==> src/rtl/runtime_ctr_bank.sv <==
// runtime_ctr_bank: bank of independent start/stop cycle counters with a registered, muxed read port.
// Define TPU_CTR_SNAPSHOT_EN to add a snap strobe that freezes all channels into shadow registers for readout.
module runtime_ctr_bank #(
    parameter int NUM_CH    = 4,
    parameter int CTR_WIDTH = 32,
    parameter int SATURATE  = 0,
    localparam int SEL_W    = (NUM_CH > 1) ? $clog2(NUM_CH) : 1
) (
    input  logic                 clk,
    input  logic                 rst,
    input  logic [NUM_CH-1:0]    start,
    input  logic [NUM_CH-1:0]    stop,
    input  logic [NUM_CH-1:0]    clr_ovf,
    input  logic [SEL_W-1:0]     rd_sel,
`ifdef TPU_CTR_SNAPSHOT_EN
    input  logic                 snap,
`endif
    output logic [CTR_WIDTH-1:0] rd_data,
    output logic                 rd_ovf,
    output logic [NUM_CH-1:0]    running
);

    typedef enum logic {IDLE = 1'b0, RUN = 1'b1} state_t;

    state_t               state   [NUM_CH];
    logic [CTR_WIDTH-1:0] cnt     [NUM_CH];
    logic                 ovf     [NUM_CH];
    logic [CTR_WIDTH-1:0] cnt_nxt [NUM_CH];
    logic                 wrap    [NUM_CH];
    logic [CTR_WIDTH-1:0] src_cnt [NUM_CH];
    logic                 src_ovf [NUM_CH];
    logic [CTR_WIDTH-1:0] sel_cnt;
    logic                 sel_ovf;

    // Returns {overflow, next}; an increment from all-ones either wraps or holds.
    function automatic logic [CTR_WIDTH:0] incr_sat(input logic [CTR_WIDTH-1:0] v);
        logic [CTR_WIDTH-1:0] nv;
        if (&v) begin
            nv = (SATURATE != 0) ? v : {CTR_WIDTH{1'b0}};
            return {1'b1, nv};
        end
        return {1'b0, v + CTR_WIDTH'(1)};
    endfunction

    always_comb begin
        for (int i = 0; i < NUM_CH; i++) begin
            {wrap[i], cnt_nxt[i]} = incr_sat(cnt[i]);
            running[i] = (state[i] == RUN);
        end
    end

    always_ff @(posedge clk) begin
        if (rst) begin
            for (int i = 0; i < NUM_CH; i++) begin
                state[i] <= IDLE;
                cnt[i]   <= '0;
                ovf[i]   <= 1'b0;
            end
        end else begin
            for (int i = 0; i < NUM_CH; i++) begin
                case (state[i])
                    IDLE: begin
                        if (start[i] && !stop[i]) begin
                            state[i] <= RUN;
                            cnt[i]   <= '0;
                            ovf[i]   <= 1'b0;
                        end else if (clr_ovf[i]) begin
                            ovf[i] <= 1'b0;
                        end
                    end
                    RUN: begin
                        // The stop edge still counts; a second start is ignored.
                        cnt[i] <= cnt_nxt[i];
                        if (wrap[i])
                            ovf[i] <= 1'b1;
                        else if (clr_ovf[i])
                            ovf[i] <= 1'b0;
                        if (stop[i])
                            state[i] <= IDLE;
                    end
                endcase
            end
        end
    end

`ifdef TPU_CTR_SNAPSHOT_EN
    logic [CTR_WIDTH-1:0] shadow_cnt [NUM_CH];
    logic                 shadow_ovf [NUM_CH];

    always_ff @(posedge clk) begin
        if (rst) begin
            for (int i = 0; i < NUM_CH; i++) begin
                shadow_cnt[i] <= '0;
                shadow_ovf[i] <= 1'b0;
            end
        end else if (snap) begin
            for (int i = 0; i < NUM_CH; i++) begin
                shadow_cnt[i] <= cnt[i];
                shadow_ovf[i] <= ovf[i];
            end
        end
    end

    always_comb begin
        for (int i = 0; i < NUM_CH; i++) begin
            src_cnt[i] = shadow_cnt[i];
            src_ovf[i] = shadow_ovf[i];
        end
    end
`else
    always_comb begin
        for (int i = 0; i < NUM_CH; i++) begin
            src_cnt[i] = cnt[i];
            src_ovf[i] = ovf[i];
        end
    end
`endif

    // Out-of-range selects match no channel and read back zero.
    always_comb begin
        sel_cnt = '0;
        sel_ovf = 1'b0;
        for (int i = 0; i < NUM_CH; i++) begin
            if (rd_sel == SEL_W'(i)) begin
                sel_cnt = src_cnt[i];
                sel_ovf = src_ovf[i];
            end
        end
    end

    always_ff @(posedge clk) begin
        if (rst) begin
            rd_data <= '0;
            rd_ovf  <= 1'b0;
        end else begin
            rd_data <= sel_cnt;
            rd_ovf  <= sel_ovf;
        end
    end

endmodule

==> config.mk <==
export PLATFORM = sky130hd
export DESIGN_NAME = runtime_ctr_bank
export DESIGN_NICKNAME = d
export VERILOG_FILES = /design/src/rtl/runtime_ctr_bank.sv
export SDC_FILE = /design/constraint.sdc
export NUM_CORES = 1
export LEC_CHECK = 0
export CAP_MARGIN = 40
export CORE_MARGIN = 4
export CORE_UTILIZATION = 35
export CTS_BUF_LIST = sky130_fd_sc_hd__clkbuf_16
export DETAILED_ROUTE_END_ITERATION = 10
export RECOVER_POWER = 100
export SLEW_MARGIN = 10
export SYNTH_ARGS = -nofsm -noshare
export SYNTH_HDL_FRONTEND = slang
export SYNTH_SLANG_ARGS = --single-unit
==> constraint.sdc <==
create_clock -name clk -period 3.18 [get_ports clk]
set_clock_uncertainty 0.1 [all_clocks]
set_input_delay 0.318 -clock clk [delete_from_list [all_inputs] [get_ports clk]]
set_output_delay 0.318 -clock clk [all_outputs]
set_load 0.01 [all_outputs]
Yosys cells after proc, flatten, opt, wreduce, memory -nomap -nowiden
Memory sizes are Yosys's and may differ from the RTL's.
Cells that the tools add are included.
{"block": "totals", "ff_bits": 33, "in_bits": 16, "romBits": 0, "elab_cells": 207, "out_inout_bits": 37, "latchBits": 0, "memories": 3, "mem_bits_rw": 136}
{"name": "cnt", "words": 4, "width": 32, "read_ports": 4, "rd_ports_with_merged_regs": 0, "wr": 4, "line": "26", "text": "logic [CTR_WIDTH-1:0] cnt [NUM_CH];"}
{"name": "ovf", "words": 4, "width": 1, "read_ports": 4, "rd_ports_with_merged_regs": 0, "wr": 4, "line": "27", "text": "logic ovf [NUM_CH];"}
{"name": "state", "words": 4, "width": 1, "read_ports": 4, "rd_ports_with_merged_regs": 0, "wr": 4, "line": "25", "text": "state_t state [NUM_CH];"}
{"block": "op_classes", "multipliers": 0, "div_mod_pow": 0, "mux": 150, "n_eq_ne": 3, "add_sub_neg": 4, "n_reduce_logical": 13, "order_cmp": 0, "bitwise": 32, "n_shift": 0}
{"operator": "two-way mux 32 bit", "count": 12}
{"operator": "two-way mux 33 bit", "count": 8}
{"operator": "two-way mux 1 bit", "count": 130}
{"operator": "adder 32 x 1 -> 32 bit, second input constant", "count": 4}
{"operator": "AND reduction 32 bit", "count": 4}
{"operator": "OR 1 bit", "count": 32}
{"operator": "== test 2 bit, second input constant", "count": 2}
{"operator": "logical AND 1 bit", "count": 4}
{"operator": "zero test 1 bit", "count": 4}
{"operator": "== test 2 x 1 -> 1 bit, second input constant", "count": 1}
{"operator": "zero test 2 bit", "count": 1}

Depth between registers and ports, before layout
{"block": "depth", "depth_word": 10, "depth_mapped": 8, "mapped_depth_nobuf": 6}

Worst setup path before layout
No wires, ideal clock.
{"block": "synth_path", "path_type": "in2reg", "start": "input start[0]", "end": "memory ovf[0] (enable)", "required_time_ns": 2.782, "setup_ns": 0.298, "cell_stages": 3, "n_path_buf": 0, "arrival_ns": 2.938, "path_slack_ns": -0.156, "cell_sequence": "inv_1 o21ai_0 a21o_1"}
{"element": "from (decl)", "line": "11", "text": "input logic [NUM_CH-1:0] start,"}
{"element": "to (decl)", "line": "27"}

==> impl_metrics.env <==
export IMPL_outcome="finished, violations left"
export IMPL_violations="max-capacitance violations, max-slew violations"
export IMPL_overflow=0
export IMPL_core_mm2=0.0253
export IMPL_grt_pass1_vias=6023
export IMPL_ys_ff_latch=169
export IMPL_ir_drop_v=0.000386
export IMPL_hold_path_end="state[2]$_DFF_P_"
export IMPL_drv_cap=4
export IMPL_yosysWarningCount=0
export IMPL_route_detailed_drc=0
export IMPL_r2r_end="cnt[3][28]$_SDFFCE_PP0P_"
export IMPL_die_x_um=169
export IMPL_grt_pass1_wl_um=35200
export IMPL_syn_to_final_growth_pct=15.1
export IMPL_hold_buffers=0
export IMPL_dpl_instance_area_mm2=0.00999
export IMPL_nets=885
export IMPL_grt_antenna_before_repair=0
export IMPL_hpwlAfterDp_um=16400
export IMPL_clockBufferDepth=2
export IMPL_drt_iter0_markers=694
export IMPL_grt_usage_pct=15.9
export IMPL_numCtsBuffers=17
export IMPL_initial_core_util_pct=35.9
export IMPL_ff2ff_path_depth=7
export IMPL_clkSlewWorstSetupHoldPaths_ns=0.07
export IMPL_fmax_mhz=362
export IMPL_worstMarginPinSlew_ns=2.01
export IMPL_power_mw=5.16
export IMPL_synth_fp_nets=826
export IMPL_vias=6405
export IMPL_netlist_instances=806
export IMPL_yosysUniqueCellTypes=50
export IMPL_end_kind="flip-flop"
export IMPL_synth_ff_type="edfxtp_1"
export IMPL_hold_viol_final=0
export IMPL_synth_area_mm2=0.00909
export IMPL_finalCritPeriodShare_pct=86.9
export IMPL_fillers=2448
export IMPL_cp_start_kind="flip-flop"
export IMPL_firstDrtPassIters=6
export IMPL_drive_gt1_share_pct=10.5
export IMPL_die_y_um=169
export IMPL_r2r_start="cnt[3][0]$_SDFFCE_PP0P_"
export IMPL_fin_area_mm2=0.0105
export IMPL_worstPathMaxFanout=11
export IMPL_grt_start_max_net_pins=42
export IMPL_gp_congestion=0.843
export IMPL_power_density_mw_per_mm2=494
export IMPL_io_pins=53
export IMPL_synth_enable_flop_cells=133
export IMPL_async_flop_share_pct=0
export IMPL_ctsResizeCount=0
export IMPL_finalMaxSlewViolations=93
export IMPL_rsz0062_at_grt="false"
export IMPL_holdPathStages=2
export IMPL_avgSynthCellArea_um2=11.3
export IMPL_slew_headroom_pct=-33.8
export IMPL_portBuffers=52
export IMPL_wl_per_cell_um=18.6
export IMPL_timing_reg2reg_setup_slack_ns=0.42
export IMPL_antenna_cells=0
export IMPL_cts_setup_buffers=0
export IMPL_criticalPathCategory="reg -> reg"
export IMPL_dpl_cell_count=1176
export IMPL_stdcell_count=1208
export IMPL_h_tree_depth=4
export IMPL_period_minus_slack_ns=2.76
export IMPL_clock_sinks=169
export IMPL_vias_per_cell=5.30
export IMPL_setup_tns_ns=0
export IMPL_antenna_left=0
export IMPL_worstPathArrival_ns=2.83
export IMPL_hp_start="stop[2]"
export IMPL_hp_class="in -> reg"
export IMPL_finalWirelength_um=22400
export IMPL_cts_root_buffer="clkbuf_16"
export IMPL_std_cell_rows=58
export IMPL_yosysSeqAreaShare_pct=51.9
export IMPL_setup_violations=0
export IMPL_power_leakage_nw=3.58
export IMPL_clkLatencyLatePin_ns=0.43
export IMPL_crit_required_ns=3.25
export IMPL_die_area_mm2=0.0286
export IMPL_cts_tree="done"
registers in the layout, summed over array words and instances (netlist names):
| signal | flops |
|---|---|
| state | 4 |
| ovf | 4 |
| cnt | 128 |
| rd_data | 32 |
| rd_ovf | 1 |
cells by family (layout without fill, tap and decap cells):
kind of cell / after synthesis / in the layout / share of synthesized area (%)
and+or+nand+nor: 424 / 424 / 24.6
DFF: 169 / 169 / 51.9
xor gates and xnor gates: 111 / 111 / 10.7
buffers and inverters: 45 / 117 / 2.51
muxes: 34 / 34 / 8.33
AOI/OAI and AO/OA: 19 / 19 / 1.43
adders and majority gates: 4 / 4 / 0.551
cell usage in the layout (no fill, tap or decap), drive strengths merged, types with 7 or more instances in the layout:
| cell | instances |
|---|---|
| xor2 | 69 |
| buf | 12 |
| edfxtp | 133 |
| xnor2 | 42 |
| nand2 | 55 |
| nor2 | 153 |
| dfxtp | 36 |
| dlygate4sd3 | 40 |
| nor4 | 17 |
| nor2b | 37 |
| clkbuf | 29 |
| nand4 | 48 |
| mux4 | 33 |
| inv | 20 |
| nand3 | 51 |
| nor3 | 16 |
| nand2b | 7 |
| and3 | 16 |
| and4 | 8 |
| clkdlybuf4s50 | 10 |
area by class of cell:
class	instances	area [um^2]	area share, %
clock inverter	13	71.3	0.682
inverter	12	45.0	0.431
timing repair buffer	73	639	6.11
tap	330	413	3.95
clock buffer	19	475	4.54
multi-input combinational	592	4100	39.2
sequential	169	4710	45.1
synth_stat cells (3+ instances only):
master	n	area, um^2
nor2_1	153	574
edfxtp_1	133	3990
xor2_1	69	604
nand2_1	55	206
nand3_1	51	255
nand4_1	42	263
xnor2_1	42	368
nor2b_1	37	231
dfxtp_1	36	721
mux4_2	32	721
and3_1	14	87.6
nor3_1	14	70.1
clkbuf_1	12	45.0
inv_1	12	45.0
nor4_1	11	68.8
buf_4	10	75.1
and4_1	8	70.1
buf_2	8	40.0
nand2b_1	7	43.8
a21oi_1	4	20.0
ha_1	4	50.1
nor4_4	4	85.1
o21ai_0	4	20.0
or3_1	4	25.0
and2_1	3	18.8
nand4_2	3	37.5
nand4_4	3	63.8
or4_1	3	22.5
through the flow:
step                      setup WS (ns)  utilization [%]  hold slack [ns]
after floorplan                   0.720                -            0.295
after global placement            0.581             39.4            0.429
after detailed placement          0.568             39.5            0.439
after CTS                         0.557             41.6            0.359
after global routing              0.174             41.3            0.351
final                             0.416             41.3            0.353
per-layer routing:
metal / share of wire [%] / wire length [um] / GRT usage [%] / up-vias
li1: - / - / - / 3037
met5: 0 / 0 / 0 / -
met2: 47 / 10500 / 24.9 / 199
met3: 6.4 / 1430 / 2.92 / 14
met1: 46 / 10300 / 23.2 / 3155
met4: 0.87 / 196 / 3.47 / 0
worst max-delay path by stage:
stage,start,end
2_1_floorplan,start[0],ovf[0]$_SDFFCE_PP0P_
3_3_place_gp,cnt[2][1]$_SDFFCE_PP0P_,ovf[2]$_SDFFCE_PP0P_
3_5_place_dp,cnt[2][1]$_SDFFCE_PP0P_,ovf[2]$_SDFFCE_PP0P_
4_1_cts,cnt[2][1]$_SDFFCE_PP0P_,ovf[2]$_SDFFCE_PP0P_
5_1_grt,cnt[3][0]$_SDFFCE_PP0P_,cnt[3][29]$_SDFFCE_PP0P_
6_report,cnt[3][0]$_SDFFCE_PP0P_,cnt[3][28]$_SDFFCE_PP0P_
power by group:
part	leakage (nW)	total [mW]	internal [mW]	switching, mW
clock network	0.286	1.97	1.08	0.887
logic	1.54	0.441	0.224	0.217
registers	1.75	2.75	2.55	0.204
critical path: stages (launching register included):
cell      delay, ns
edfxtp_1       0.48
ha_1           0.23
nand3_1        0.19
nor4_1         0.75
and3b_1        0.29
or2_1          0.13
clkbuf_2       0.25
nor2_1         0.08
Note: power is estimated with default switching activity, not from simulation.
